<file path="src/rtl/pipe_ctrl_if.sv">
// rtl/pipe_ctrl_if.sv - memory port request/response/ready bundle between core memory side and pipe_ctrl
interface pipe_ctrl_if #(
    parameter int NUM_PORTS = 2
);
    logic [NUM_PORTS-1:0] port_req;
    logic [NUM_PORTS-1:0] port_resp;
    logic [NUM_PORTS-1:0] port_ready;

    modport master (
        output port_req,
        output port_resp,
        input  port_ready
    );

    modport slave (
        input  port_req,
        input  port_resp,
        output port_ready
    );
endinterface

</file>
<file path="src/rtl/pipe_ctrl.sv">
// rtl/pipe_ctrl.sv - N-stage/P-port pipeline stall, flush and retire control
// Optional performance counters are built only when PIPE_CTRL_PERF_EN is defined.
module pipe_ctrl #(
    parameter int NUM_STAGES  = 5,
    parameter int NUM_PORTS   = 2,
    parameter int HOLD_STAGES = 2,
    parameter int FLUSH_DEPTH = 2,
    parameter int ORDER_W     = 64
) (
    input  logic                  clk,
    input  logic                  rst,
    pipe_ctrl_if.slave            mem_if,
    input  logic                  hazard_stall_i,
    input  logic                  flush_req_i,
    output logic [NUM_STAGES-1:0] stage_we_o,
    output logic [NUM_STAGES-1:0] stage_bubble_o,
    input  logic                  retire_in_i,
    output logic                  retire_valid_o,
    output logic [ORDER_W-1:0]    retire_order_o,
    output logic [31:0]           perf_mem_stall_o,
    output logic [31:0]           perf_haz_stall_o,
    output logic [31:0]           perf_flush_o
);

    typedef enum logic [1:0] {
        ST_IDLE = 2'd0,
        ST_WAIT = 2'd1,
        ST_HELD = 2'd2
    } port_state_e;

    port_state_e          state_q [NUM_PORTS];
    port_state_e          state_d [NUM_PORTS];
    logic [NUM_PORTS-1:0] ready;
    logic                 advance;
    logic                 flush_eff;
    logic                 flush_pending_q, flush_pending_d;
    logic                 reported_q, reported_d;
    logic [ORDER_W-1:0]   order_q, order_d;

    // Per-port FSM: state register
    always_ff @(posedge clk) begin
        for (int p = 0; p < NUM_PORTS; p++) begin
            if (rst) begin
                state_q[p] <= ST_IDLE;
            end else begin
                state_q[p] <= state_d[p];
            end
        end
    end

    // Per-port FSM: next state; a response is kept in HELD until the whole pipe advances
    always_comb begin
        for (int p = 0; p < NUM_PORTS; p++) begin
            state_d[p] = state_q[p];
            case (state_q[p])
                ST_IDLE: begin
                    if (mem_if.port_req[p]) begin
                        if (!mem_if.port_resp[p]) begin
                            state_d[p] = ST_WAIT;
                        end else if (!advance) begin
                            state_d[p] = ST_HELD;
                        end
                    end
                end
                ST_WAIT: begin
                    if (mem_if.port_resp[p]) begin
                        state_d[p] = advance ? ST_IDLE : ST_HELD;
                    end
                end
                ST_HELD: begin
                    if (advance) begin
                        state_d[p] = ST_IDLE;
                    end
                end
                default: state_d[p] = ST_IDLE;
            endcase
        end
    end

    // Per-port FSM: outputs
    always_comb begin
        for (int p = 0; p < NUM_PORTS; p++) begin
            ready[p] = 1'b1;
            if (!rst) begin
                case (state_q[p])
                    ST_IDLE: ready[p] = !(mem_if.port_req[p] && !mem_if.port_resp[p]);
                    ST_WAIT: ready[p] = mem_if.port_resp[p];
                    ST_HELD: ready[p] = 1'b1;
                    default: ready[p] = 1'b1;
                endcase
            end
        end
    end

    assign mem_if.port_ready = ready;
    assign advance           = &ready;
    assign flush_eff         = flush_req_i | flush_pending_q;

    // A flush seen during a stall is remembered and applied on the advancing cycle only
    assign flush_pending_d = advance ? 1'b0 : (flush_pending_q | flush_req_i);

    always_comb begin
        for (int i = 0; i < NUM_STAGES; i++) begin
            stage_we_o[i]     = 1'b0;
            stage_bubble_o[i] = 1'b1;
            if (!rst) begin
                if (i < HOLD_STAGES) begin
                    stage_we_o[i] = advance & (flush_eff | !hazard_stall_i);
                end else begin
                    stage_we_o[i] = advance;
                end
                if (flush_eff) begin
                    stage_bubble_o[i] = (i >= 1) && (i <= FLUSH_DEPTH);
                end else begin
                    stage_bubble_o[i] = hazard_stall_i && (i == HOLD_STAGES);
                end
            end
        end
    end

    // Writeback holds its instruction across a stall; report it once
    assign retire_valid_o = retire_in_i & !reported_q & !rst;
    assign reported_d     = advance ? 1'b0 : (reported_q | retire_valid_o);
    assign order_d        = retire_valid_o ? order_q + ORDER_W'(1) : order_q;
    assign retire_order_o = order_q;

    always_ff @(posedge clk) begin
        if (rst) begin
            flush_pending_q <= 1'b0;
            reported_q      <= 1'b0;
            order_q         <= '0;
        end else begin
            flush_pending_q <= flush_pending_d;
            reported_q      <= reported_d;
            order_q         <= order_d;
        end
    end

`ifdef PIPE_CTRL_PERF_EN
    logic [31:0] perf_mem_q, perf_mem_d;
    logic [31:0] perf_haz_q, perf_haz_d;
    logic [31:0] perf_flush_q, perf_flush_d;

    function automatic logic [31:0] sat_inc(input logic [31:0] v, input logic en);
        return (en && (v != 32'hFFFF_FFFF)) ? v + 32'd1 : v;
    endfunction

    assign perf_mem_d   = sat_inc(perf_mem_q, !advance);
    assign perf_haz_d   = sat_inc(perf_haz_q, advance & hazard_stall_i & !flush_eff);
    assign perf_flush_d = sat_inc(perf_flush_q, advance & flush_eff);

    always_ff @(posedge clk) begin
        if (rst) begin
            perf_mem_q   <= '0;
            perf_haz_q   <= '0;
            perf_flush_q <= '0;
        end else begin
            perf_mem_q   <= perf_mem_d;
            perf_haz_q   <= perf_haz_d;
            perf_flush_q <= perf_flush_d;
        end
    end

    assign perf_mem_stall_o = perf_mem_q;
    assign perf_haz_stall_o = perf_haz_q;
    assign perf_flush_o     = perf_flush_q;
`else
    assign perf_mem_stall_o = 32'd0;
    assign perf_haz_stall_o = 32'd0;
    assign perf_flush_o     = 32'd0;
`endif

endmodule

</file>
<file path="src/flat_wrapper.sv">
// flat-port wrapper written by rule: the top's interface ports become plain ports
module pipe_ctrl_flat 
#(
    parameter int NUM_STAGES  = 5,
    parameter int NUM_PORTS   = 2,
    parameter int HOLD_STAGES = 2,
    parameter int FLUSH_DEPTH = 2,
    parameter int ORDER_W     = 64
)
  (clk, rst, hazard_stall_i, flush_req_i, stage_we_o, stage_bubble_o, retire_in_i, retire_valid_o, retire_order_o, perf_mem_stall_o, perf_haz_stall_o, perf_flush_o, mem_if_port_req, mem_if_port_resp, mem_if_port_ready);
  pipe_ctrl_if #(.NUM_PORTS(NUM_PORTS)) mem_if_i ();
  input  logic clk;
  input  logic rst;
  input  logic hazard_stall_i;
  input  logic flush_req_i;
  output logic [NUM_STAGES-1:0] stage_we_o;
  output logic [NUM_STAGES-1:0] stage_bubble_o;
  input  logic retire_in_i;
  output logic retire_valid_o;
  output logic [ORDER_W-1:0] retire_order_o;
  output logic [31:0] perf_mem_stall_o;
  output logic [31:0] perf_haz_stall_o;
  output logic [31:0] perf_flush_o;
  input wire logic [$bits(mem_if_i.port_req)-1:0] mem_if_port_req;
  input wire logic [$bits(mem_if_i.port_resp)-1:0] mem_if_port_resp;
  output wire logic [$bits(mem_if_i.port_ready)-1:0] mem_if_port_ready;
  assign mem_if_i.port_req = mem_if_port_req;
  assign mem_if_i.port_resp = mem_if_port_resp;
  assign mem_if_port_ready = mem_if_i.port_ready;
  pipe_ctrl #(.NUM_STAGES(NUM_STAGES), .NUM_PORTS(NUM_PORTS), .HOLD_STAGES(HOLD_STAGES), .FLUSH_DEPTH(FLUSH_DEPTH), .ORDER_W(ORDER_W)) u_core (.clk(clk), .rst(rst), .mem_if(mem_if_i), .hazard_stall_i(hazard_stall_i), .flush_req_i(flush_req_i), .stage_we_o(stage_we_o), .stage_bubble_o(stage_bubble_o), .retire_in_i(retire_in_i), .retire_valid_o(retire_valid_o), .retire_order_o(retire_order_o), .perf_mem_stall_o(perf_mem_stall_o), .perf_haz_stall_o(perf_haz_stall_o), .perf_flush_o(perf_flush_o));
endmodule
</file>
<file path="config.mk">
export PLATFORM = sky130hd
export DESIGN_NAME = pipe_ctrl_flat
export DESIGN_NICKNAME = d
export VERILOG_FILES = /design/src/rtl/pipe_ctrl_if.sv /design/src/rtl/pipe_ctrl.sv /design/src/flat_wrapper.sv
export SDC_FILE = /design/constraint.sdc
export NUM_CORES = 1
export LEC_CHECK = 0
export ABC_CLOCK_PERIOD_IN_PS = 3500
export BUFFER_PORTS_ARGS = -buffer_cell sky130_fd_sc_hd__buf_2
export CORE_UTILIZATION = 35
export CTS_BUF_LIST = sky130_fd_sc_hd__clkbuf_8
export CTS_CLUSTER_SIZE = 24
export DETAILED_ROUTE_END_ITERATION = 12
export REMOVE_ABC_BUFFERS = 1
export SETUP_SLACK_MARGIN = 0.02
export SLEW_MARGIN = 20
export SYNTH_ARGS = -nofsm -noshare
export SYNTH_HDL_FRONTEND = slang
export SYNTH_SLANG_ARGS = --single-unit
</file>
<file path="constraint.sdc">
create_clock -name clk -period 3.5 [get_ports clk]
set_input_delay 0.35 -clock clk [delete_from_list [all_inputs] [get_ports clk]]
set_output_delay 0.35 -clock clk [all_outputs]
set_load 0.1 [all_outputs]
</file>
==> results of run 1 <==
## per-stage QoR
| stage | util (%) | hold slack (ns) | area (sq um) | cells | TNS [ns] |
|---|---|---|---|---|---|
| after global routing | 39.1 | 0.294 | 4470 | 728 | 0 |
| after floorplan | - | 0.419 | 3630 | 481 | -14.89 |
| after CTS | 39.1 | 0.242 | 4470 | 728 | 0 |
| after detailed placement | 37.3 | 0.478 | 4260 | 712 | 0 |
| final | 39.1 | 0.263 | 4470 | 728 | 0 |
| after global placement | 37.3 | 0.470 | 4260 | 712 | 0 |
## registers in the layout, indices dropped and copies added (netlist names)
register,flops
u_core.state_q,4
u_core.flush_pending_q,1
u_core.retire_order_o,64
u_core.reported_q,1
## where the power goes
part	leakage (nW)	switching, mW	internal (mW)
sequential	0.565	0.00502	0.801
clock	0.0976	0.316	0.366
combinational	1.27	0.568	0.0219
## tightest hold or removal path, stage by stage
cell	delay, ns
buf_2	0.08
nor2_1	0.04
a21oi_1	0.10
## cell type report
| class | count | area, sq um | share of cell area, % |
|---|---|---|---|
| multi-input cells | 400 | 2190 | 49.0 |
| flip-flops and latches | 70 | 1400 | 31.4 |
| clock inverters | 5 | 57.6 | 1.29 |
| well taps | 143 | 179 | 4.01 |
| repair buffers | 88 | 448 | 10.0 |
| clock buffers | 11 | 151 | 3.39 |
| inverters | 11 | 41.3 | 0.924 |
## placed cells by master, fill, tap and decap left out, types with 2 or more instances in the layout
cell type	netlist	layout
a21oi_1	32	32
and2_1	3	3
and3_1	6	6
and4_1	3	3
buf_2	4	85
buf_4	103	3
clkbuf_8	0	11
clkinvlp_4	0	3
conb_1	1	96
dfxtp_1	70	70
inv_1	11	11
mux2_2	3	3
nand2_1	25	25
nand3_1	26	26
nand4_1	29	29
nand4_2	3	3
nor2_1	47	47
nor2b_1	2	2
nor3_1	9	9
nor4_1	5	5
nor4_4	3	3
o21ai_0	25	25
o21ai_1	2	2
o31ai_1	6	6
or2_2	4	4
or3_1	24	24
or4_1	7	7
xnor2_1	6	6
xor2_1	26	26
## metal layers
layer	global-route usage (%)	part of all wire, %
met1	18.1	44
met2	23.9	46
met3	6.35	9.3
met4	2.54	0.49
met5	0	0
## worst max-delay path by stage
| stage | slack, ns | cells past startpoint | from | endpoint |
|---|---|---|---|---|
| after floorplan | -3.40 | 3 | mem_if_port_req[1] | stage_we_o[0] |
| after global placement | 1.13 | 6 | u_core.retire_order_o[8] | u_core.retire_order_o[61] |
| after detailed placement | 1.08 | 6 | u_core.retire_order_o[0] | u_core.retire_order_o[52] |
| after CTS | 1.06 | 6 | u_core.retire_order_o[0] | u_core.retire_order_o[52] |
| after global routing | 0.82 | 6 | u_core.retire_order_o[0] | u_core.retire_order_o[36] |
| final | 1.04 | 6 | u_core.retire_order_o[0] | u_core.retire_order_o[52] |
## logic make-up (layout without fill, tap and decap cells)
logic type / Yosys count / after routing / share of synthesized area [%]
muxes: 3 / 3 / 0.823
adders and majority gates: 1 / 1 / 0.305
AOI/OAI and AO/OA: 68 / 68 / 8.87
xor gates and xnor gates: 32 / 32 / 6.83
other: 1 / 96 / 0.0913
and+or+nand+nor: 200 / 200 / 27.7
buffers and inverters: 128 / 115 / 21.2
DFF: 70 / 70 / 34.1
==> flow_metrics.tcl, run 1 <==
set metrics [dict create \
    status "completed" \
    hold_buffers 0 \
    clk_pin_slew_worst_paths_ns 0.08 \
    cp_max_fo 17 \
    worst_r2r_endpoint "u_core.retire_order_o[52]" \
    relSlewSlack_pct 52.8 \
    hold_viol 0 \
    rsz0062_at_grt "no" \
    clkLatencyLatePin_ns 0.35 \
    min_period_ns 2.46 \
    post-synth-top-count-cell "buf_4" \
    r2r_start "u_core.retire_order_o[0]" \
    rrSetupSlack_ns 1.04 \
    wl_microns 8860 \
    cp.required_ns 3.78 \
    vias_per_cell 4.71 \
    cp_top_family "simple AND/OR/NAND/NOR gates" \
    ys_ff_latch 70 \
    first_iter_violations 103 \
    path_class "reg2reg" \
    yosysTopAreaCell "dfxtp_1" \
    area_growth_pct 8.81 \
    layout_setup_ws_ns 1.04 \
    async_flop_share_pct 0 \
    cp.buffers_inverters 0 \
    tightest_slew_ns 0.709 \
    cts_buffers 9 \
    synth_cells 503 \
    drtAntennaViolNets 0 \
    slowest_delay_ns 0.48 \
    cts_sinks 70 \
    start_util_pct 36.0 \
    period_share_pct 70.2 \
    grt_start_max_net_pins 69 \
    num_antenna_cells 0 \
    path_cells "ha_1 -> nand3_1 -> nor4_4 -> nand4_2 -> or3_1 -> a21oi_1" \
    hpwl_microns 6540 \
    avgSynthCellArea_sq_um 8.16 \
    cp_slowest_cell "nor4_4" \
    cts_tree "built" \
    drv_cap 0 \
    row_count 39 \
    hp-start "flush_req_i" \
    clk_path_buf_depth 2 \
    grt_pass1_vias 2970 \
    grt-ovfl-total 0 \
    postCtsResizedCells 0 \
    die_h_microns 110 \
    htree_levels 3 \
    yosys-top-cells-count "buf_4 (103), dfxtp_1 (70), nor2_1 (47), a21oi_1 (32), nand4_1 (29)" \
    drc 0 \
    hold_path_end "u_core.flush_pending_q" \
    antenna_found_initial 0 \
    power_density_nw_per_um2 465 \
    synth.area.top_cells "dfxtp_1 (34%), buf_4 (19%), xor2_1 (5.5%), nand4_1 (4.4%), nor2_1 (4.3%)" \
    power.leakage_nw 1.93 \
    grt_use_total_pct 14.6 \
    synth_warnings 0 \
    cp-start-kind "flop" \
    finalPower_mw 2.08 \
    fill_cells 1193 \
    nets 590 \
    pre_cts_ws_ns 1.08 \
    skew_ns 0.00945 \
    worstSetupEndpointType "flop" \
    seq_area_frac_synth_pct 34.1 \
    place_congestion 0.748 \
    synth-edff-count 0 \
    die_x_microns 110 \
    cts_root_buffer "clkbuf_8" \
    rr_worst_depth 6 \
    min_path_type "in2reg" \
    min_path_cells 3 \
    synth-main-ff-cell "dfxtp_1" \
    vias 3426 \
    crit_arrival_ns 2.73 \
    setup_violations 0 \
    cts_setup_buffers 0 \
    ys_types 37 \
    synthDominantCellAreaShare_pct 34.1 \
    final_layout_size_suffix_gt1_share_pct 20.7 \
    io_buffers 85 \
    syn-cell-area_sq_um 4110 \
    dieArea_sq_um 12200 \
    max_freq_mhz 407 \
    io_pins 182 \
    wire_per_inst_microns 12.2 \
    drv_slew 0 \
    grt_pass1_wl_microns 14100 \
    dr.pass1.iters 4 \
    core_area_sq_um 11400 \
    ir_worst_vdd_v 0.000252 \
]
(Power assumes the default switching activity.)
==> run 2: changes to the inputs <==
ABC_CLOCK_PERIOD_IN_PS = 2400   (was 3500)
clock period = 2.4 ns   (was 3.5 ns; I/O delays follow)
==> run 2 against run 1 <==
Effect of this change: routed wire length up 2.1%; final cell count up 1.9%; sequential share of layout area down 1.4 points; cell area up 4.8%; maximum frequency up 8.6%; total power up 51%; die area unchanged; setup slack worse by 0.90 ns; clock power up 57%; clock skew about the same; largest cell class unchanged; largest power group unchanged.
==> flow_metrics.tcl, run 2 (synthesized netlist as in run 1, its figures left out) <==
set metrics [dict create \
    rr_worst_depth 6 \
    nets 604 \
    first_iter_violations 136 \
    vias 3509 \
    rsz0062_at_grt "yes" \
    cts_buffers 9 \
    die_h_microns 110 \
    tightest_slew_ns 0.683 \
    cp_max_fo 17 \
    core_area_sq_um 11400 \
    layout_common_cells "conb_1 (96), buf_2 (80), dfxtp_1 (70)" \
    clk_path_buf_depth 2 \
    status "completed" \
    worst_r2r_endpoint "u_core.retire_order_o[58]" \
    largest_reg_flops 64 \
    num_antenna_cells 0 \
    cts_setup_buffers 0 \
    power_density_nw_per_um2 669 \
    grt-ovfl-total 0 \
    dieArea_sq_um 12200 \
    grt_start_max_net_pins 67 \
    path_class "reg2reg" \
    cp.required_ns 2.68 \
    setup_violations 0 \
    skew_ns 0.00972 \
    drv_slew 0 \
    final_core_util_pct 41.0 \
    period_share_pct 94.2 \
    drc 0 \
    layout_commonest_cell "conb_1" \
    area_growth_pct 14.0 \
    startpoint "u_core.retire_order_o[0]" \
    hold_path_end "u_core.flush_pending_q" \
    die_x_microns 110 \
    dr.pass1.iters 4 \
    clk_pin_slew_worst_paths_ns 0.08 \
    grt_use_total_pct 15.3 \
    max_freq_mhz 442 \
    min_path_cells 3 \
    antenna_found_initial 0 \
    cp-start-kind "flop" \
    cts_root_buffer "clkbuf_8" \
    hpwl_microns 6790 \
    power.leakage_nw 2.05 \
    drtAntennaViolNets 0 \
    grt_pass1_wl_microns 14600 \
    grt_pass1_vias 3130 \
    cts_sinks 70 \
    row_count 39 \
    final_layout_size_suffix_gt1_share_pct 22.9 \
    clkLatencyLatePin_ns 0.35 \
    min_path_type "in2reg" \
    hold_viol 0 \
    r2r_start "u_core.retire_order_o[0]" \
    hp-start "flush_req_i" \
    wl_microns 9040 \
    crit_arrival_ns 2.54 \
    io_pins 182 \
    start_util_pct 36.0 \
    htree_levels 3 \
    min_period_ns 2.26 \
    wire_per_inst_microns 12.2 \
    relSlewSlack_pct 54.5 \
    io_buffers 85 \
    fin_hold_ws_ns 0.169 \
    vias_per_cell 4.73 \
    ir_worst_vdd_v 0.000367 \
    place_congestion 0.809 \
    cts_tree "built" \
    drv_cap 0 \
    rrSetupSlack_ns 0.14 \
    worstSetupEndpointType "flop" \
]
run 2: repair_timing:
item,in CTS,in global routing
hold buffers,0,0
endpoints found under the setup margin,0,17
resized for setup,0,3
run 2: worst max path at each step:
stage	end	slack [ns]
2_1_floorplan	stage_we_o[0]	-4.35
3_3_place_gp	u_core.retire_order_o[49]	0.22
3_5_place_dp	u_core.retire_order_o[50]	0.12
4_1_cts	stage_we_o[0]	0.07
5_1_grt	u_core.retire_order_o[58]	-0.11
6_report	u_core.retire_order_o[58]	0.14
run 2: final cells by class:
cell class | instances | area [sq um]
Clock inverter | 6 | 85.1
Sequential cell | 70 | 1400
Tap cell | 143 | 179
Inverter | 11 | 41.3
Clock buffer | 10 | 138
Timing Repair Buffer | 102 | 628
Multi-Input combinational cell | 400 | 2210
Fill cell | 1169 | 6740
run 2: per-layer routing:
metal | GRT usage (%) | wire length, microns
met5 | 0 | 0
met4 | 2.26 | 43
met3 | 7.17 | 938
met2 | 25.0 | 4160
met1 | 18.7 | 3910
run 2: metrics by stage:
stage / setup TNS [ns] / worst slack [ns] / power, mW / instances / instance area (sq um)
floorplan: -32.72 / -4.35 / 1.99 / 481 / 3630
global placement: 0 / 0.217 / 2.09 / 726 / 4440
detailed placement: 0 / 0.123 / 2.09 / 726 / 4440
CTS: 0 / 0.0722 / 3.16 / 742 / 4660
global route: -0.651 / -0.110 / 3.25 / 742 / 4680
finish: 0 / 0.139 / 3.13 / 742 / 4680
run 2: critical path: stages (launching register included):
cell	delay, ns
dfxtp_1	0.39
ha_1	0.23
nand3_1	0.19
nor4_4	0.36
nand4_2	0.40
or3_1	0.46
a21oi_1	0.16
run 2: power breakdown:
part | leakage, nW | internal, mW | switching [mW]
Clock | 0.108 | 0.610 | 0.457
Sequential | 0.565 | 1.17 | 0.00725
Combinational | 1.37 | 0.0550 | 0.834
Total | 2.05 | 1.83 | 1.30
